[src/rtl/video_stream_tx.sv]
// Frame-based video transmitter: paces a pixel source into field/line valid
// timing with fixed lead-in, horizontal and vertical blanking.
module video_stream_tx #(
  parameter int unsigned DW           = 14,
  parameter int unsigned IMAGE_WIDTH  = 640,
  parameter int unsigned IMAGE_HEIGHT = 512,
  parameter int unsigned H_BLANK      = 160,
  parameter int unsigned FV_LEAD      = 32,
  parameter int unsigned V_BLANK      = 1000
) (
  input  logic          i_clk,
  input  logic          i_rst,
  input  logic          i_enable,
  input  logic          i_pix_vld,
  input  logic [DW-1:0] i_pix_data,
  output logic          o_pix_rdy,
  output logic          o_field_vld,
  output logic          o_line_vld,
  output logic [DW-1:0] o_img_data,
  output logic          o_frame_done,
  output logic          o_underrun
);

  typedef enum logic [2:0] {IDLE, LEAD, ACTIVE, HBLANK, VBLANK} state_t;

  localparam int unsigned TMAX = (FV_LEAD > H_BLANK) ?
                                 ((FV_LEAD > V_BLANK) ? FV_LEAD : V_BLANK) :
                                 ((H_BLANK > V_BLANK) ? H_BLANK : V_BLANK);
  localparam int unsigned CW = $clog2(IMAGE_WIDTH + 1);
  localparam int unsigned RW = $clog2(IMAGE_HEIGHT + 1);
  localparam int unsigned TW = $clog2(TMAX + 1);

  state_t        state;
  logic [CW-1:0] col;
  logic [RW-1:0] row;
  logic [TW-1:0] tmr;

  assign o_pix_rdy = (state == ACTIVE);

  // Outputs reflect the state of the previous cycle; timing never stalls on the source.
  always_ff @(posedge i_clk) begin
    if (!i_rst) begin
      state        <= IDLE;
      col          <= '0;
      row          <= '0;
      tmr          <= '0;
      o_field_vld  <= 1'b0;
      o_line_vld   <= 1'b0;
      o_img_data   <= '0;
      o_frame_done <= 1'b0;
      o_underrun   <= 1'b0;
    end else begin
      o_field_vld  <= (state == LEAD) || (state == ACTIVE) || (state == HBLANK);
      o_line_vld   <= (state == ACTIVE);
      o_img_data   <= ((state == ACTIVE) && i_pix_vld) ? i_pix_data : '0;
      o_frame_done <= (state == VBLANK) && o_field_vld;

      case (state)
        IDLE: begin
          if (i_enable) begin
            state      <= LEAD;
            tmr        <= '0;
            col        <= '0;
            row        <= '0;
            o_underrun <= 1'b0;
          end
        end
        LEAD: begin
          if (tmr == TW'(FV_LEAD - 1)) begin
            state <= ACTIVE;
            tmr   <= '0;
            col   <= '0;
          end else begin
            tmr <= tmr + 1'b1;
          end
        end
        ACTIVE: begin
          if (!i_pix_vld) o_underrun <= 1'b1;
          if (col == CW'(IMAGE_WIDTH - 1)) begin
            col <= '0;
            tmr <= '0;
            // Last line goes straight to vertical blanking
            if (row < RW'(IMAGE_HEIGHT - 1)) begin
              row   <= row + 1'b1;
              state <= HBLANK;
            end else begin
              row   <= '0;
              state <= VBLANK;
            end
          end else begin
            col <= col + 1'b1;
          end
        end
        HBLANK: begin
          if (tmr == TW'(H_BLANK - 1)) begin
            state <= ACTIVE;
            tmr   <= '0;
            col   <= '0;
          end else begin
            tmr <= tmr + 1'b1;
          end
        end
        VBLANK: begin
          if (tmr == TW'(V_BLANK - 1)) begin
            state <= IDLE;
            tmr   <= '0;
          end else begin
            tmr <= tmr + 1'b1;
          end
        end
        default: state <= IDLE;
      endcase
    end
  end

endmodule

[config.mk]
export PLATFORM = sky130hd
export DESIGN_NAME = video_stream_tx
export DESIGN_NICKNAME = d
export VERILOG_FILES = /design/src/rtl/video_stream_tx.sv
export SDC_FILE = /design/constraint.sdc
export NUM_CORES = 1
export LEC_CHECK = 0
export CORE_MARGIN = 2
export CORE_UTILIZATION = 45
export CTS_CLUSTER_DIAMETER = 100
export DETAILED_ROUTE_END_ITERATION = 6
export PLACE_DENSITY_LB_ADDON = 0.25
export SLEW_MARGIN = 30
export SYNTH_ARGS = -nofsm -noshare
export SYNTH_HDL_FRONTEND = slang
export SYNTH_SLANG_ARGS = --single-unit
[constraint.sdc]
create_clock -name i_clk -period 3.1 [get_ports i_clk]
set_clock_uncertainty 0.15 [all_clocks]
set_input_delay 0.465 -clock i_clk [delete_from_list [all_inputs] [get_ports i_clk]]
set_output_delay 0.465 -clock i_clk [all_outputs]
set_load 0.02 [all_outputs]
==> run metrics <==
reg-to-reg slack, setup 0.70 ns; Multi-input gate area 1320 um2; Routed met3 length 301 um; hold_buf cts 0; crit end category output pin; Met2 Wirelength around 2400 um; global route overflow 0; Gate power share about 8.3%; GPL Wtd Cong 0.8430; antenna cell count 0; vias in the first global route 1899; largest net degree at the start of global routing 20; RSZ-0062 raised after global routing false; CP Max Fanout 12; CTS Root Cell clkbuf_8; met1 wire length a little under 3000 um; Avg WL per Cell 15.07 um; Worst-Margin Slew 0.6142 ns; WL final 5695 um; site row count 26; synthesized instance count 279; status complete, no violations; synthesis-stage register bit count 51; Leakage 0.9555 nW; Starting Density 47.44%; Setup TNS 0 ns; remaining antenna violation count 0; critical path buffer and inverter count 2; Syn Area/Cell a little under 9 um2; die width 77.84 um; CP Launch Type flip-flop; Int Pwr 0.0008657 W; Via Count between 2000 and 2500; Hold Path Class flip-flop to flip-flop; post-synth net total 300; clock tree buffer depth 2; Post-Synthesis Cell Area about 2500 um2; dominant synthesized flop cell dfxtp_1; register area 1021 um2; Final nets 328; drt initial violations 233; height of the die 77.84 um; part of the power in registers between 50 and 60%; DRT Pass-1 Iters 4; I/O Buffers 36; switch share roughly a quarter; Reg clk slew, reported paths 0.09 ns; Tot GR Track Use approximately 19%; Clock Power Share approximately a third; insertion delay to the later sink of the worst-skew pair 0.31 ns; detailed placement HPWL 3889 um; final setup fails 0; Vias/cell 5.955; TritonCTS clock tree done; Yosys top cell area share 41.61%; post-CTS sizing 0; die area 6059 um2; share of layout cells above drive strength 1 between 7 and 8%; CTS Buf Count 5; Tot Pwr 0.001159 W; area grow syn2layout 19.48%; Area contributors post-synth dfxtp_1 42%, and2_1 3.8%, o21ai_0 3.3%, nand3_1 2.9%, o211ai_1 2.8%; Num Clock Sinks 51; Pwr Density 395.3 nW/um2; max_cap viols 0; critical path's top delay family buffers and inverters; core area 5172 um2; max layer used met4; H-Tree Depth 2; worst-path cell chain or3b_1, inv_2, clkdlybuf4s50_1; Ports 37; worst relative slew slack between 50 and 60%; Peak VDD IR around 0.23 mV; fin crit share between 90% and 100%; final hold vios 0; Worst Path Class, Setup flip-flop to output pin; # DRC 0; register area share after synthesis 41.61%; fin. max-slew vios 0; Fillers 476; crit path time final 2.879 ns; Worst Path Required between 2 and 2.5 ns; Worst path slowest cell clkdlybuf4s50_1; global-route wire length before repair 9453 um; sw power 0.0002931 W; area leader, netlist dfxtp_1; number of synthesis warnings 0; initial antenna violation count 0; max incr delay on CP 0.63 ns; post-layout util 56.68%; synth cell count leaders 51 x dfxtp_1, 17 x nand2_1, 16 x o21ai_0, 15 x and2_1, 15 x nor2_1; most frequent cell after synthesis dfxtp_1; post-synth cell types between 50 and 60; Async SR Flop Fraction 0%; Post-synth EDFFs 0; Max Fclk between 0.3 and 0.4 GHz; Arrival @ worst endpoint 2.26 ns; setup bufs post-CTS 0
==> layer usage <==
layer  track usage, %  up-vias
li1                 -     1112
met1            27.93     1059
met2            28.62       70
met3            3.953       10
met4            6.964        0
met5                0        -
==> final timing paths <==
kind / startpoint / depth (start not counted) / endpoint
worst max-delay path: state[1] / 3 / o_pix_rdy
worst min-delay path: row[8] / 1 / row[8]
worst max register to register: state[1] / 4 / col[9]
worst min register to register: row[8] / 1 / row[8]
==> power groups by stage <==
stage                     logic (W)  registers (W)  clock network, W
final                     0.0000960       0.000667          0.000396
after detailed placement  0.0000948       0.000682                 0
after floorplan           0.0000516       0.000682                 0
after global placement    0.0000946       0.000682                 0
after CTS                 0.0000954       0.000667          0.000404
after global routing       0.000106       0.000668          0.000427
==> cell families (layout without fill, tap and decap cells) <==
logic type      count (synthesis)  count (layout)  share of synthesized area [%]
compound gates                 85              85                          24.73
buf+inv                        24              53                          4.895
fa+ha+maj                       3               3                          1.530
simple gates                  115             115                          26.87
xor+xnor                        1               1                         0.3570
flops                          51              51                          41.61
==> layout make-up <==
| class | instances | area share, % |
|---|---|---|
| Multi-Input combinational cell | 204 | 45.03 |
| Clock inverter | 3 | 0.8536 |
| Sequential cell | 51 | 34.83 |
| Tap cell | 70 | 2.988 |
| Timing Repair Buffer | 40 | 13.32 |
| Inverter | 5 | 0.6402 |
| Clock buffer | 5 | 2.347 |
==> flip-flops by register name, summed over array words and instances (netlist names) <==
register / count
tmr: 10
o_field_vld: 1
o_img_data: 14
o_underrun: 1
o_line_vld: 1
state: 3
o_frame_done: 1
row: 10
col: 10
==> per-stage QoR <==
stage | hold slack [ns] | cell area [um2] | cells | setup slack [ns]
3_3_place_gp | 0.2980 | 2830 | 370 | 0.5844
6_report | 0.3269 | 2932 | 378 | 0.2210
2_1_floorplan | 0.2836 | 2454 | 279 | 1.129
4_1_cts | 0.3315 | 2924 | 378 | 0.2487
5_1_grt | 0.3579 | 2932 | 378 | 0.1457
3_5_place_dp | 0.3095 | 2830 | 370 | 0.5387
==> cell usage in the layout (no fill, tap or decap), types with 3 or more instances in the layout <==
master	instances
dfxtp_1	51
clkdlybuf4s50_1	36
nand2_1	17
o21ai_0	16
nor2_1	15
and2_1	15
nand3_1	14
a21oi_1	12
a31oi_1	10
o211ai_1	9
nand4_1	8
and3_1	7
a311oi_1	7
nor3_1	5
clkbuf_8	5
a41oi_1	4
o21ai_1	4
nand2b_1	4
buf_4	4
nor3b_1	3
nor2b_1	3
inv_1	3
and4_1	3
nor4_1	3
or2_2	3
nand4b_1	3
or4_1	3
nand3b_1	3
a211oi_1	3
ha_1	3
Note: power is estimated with default switching activity, not from simulation.
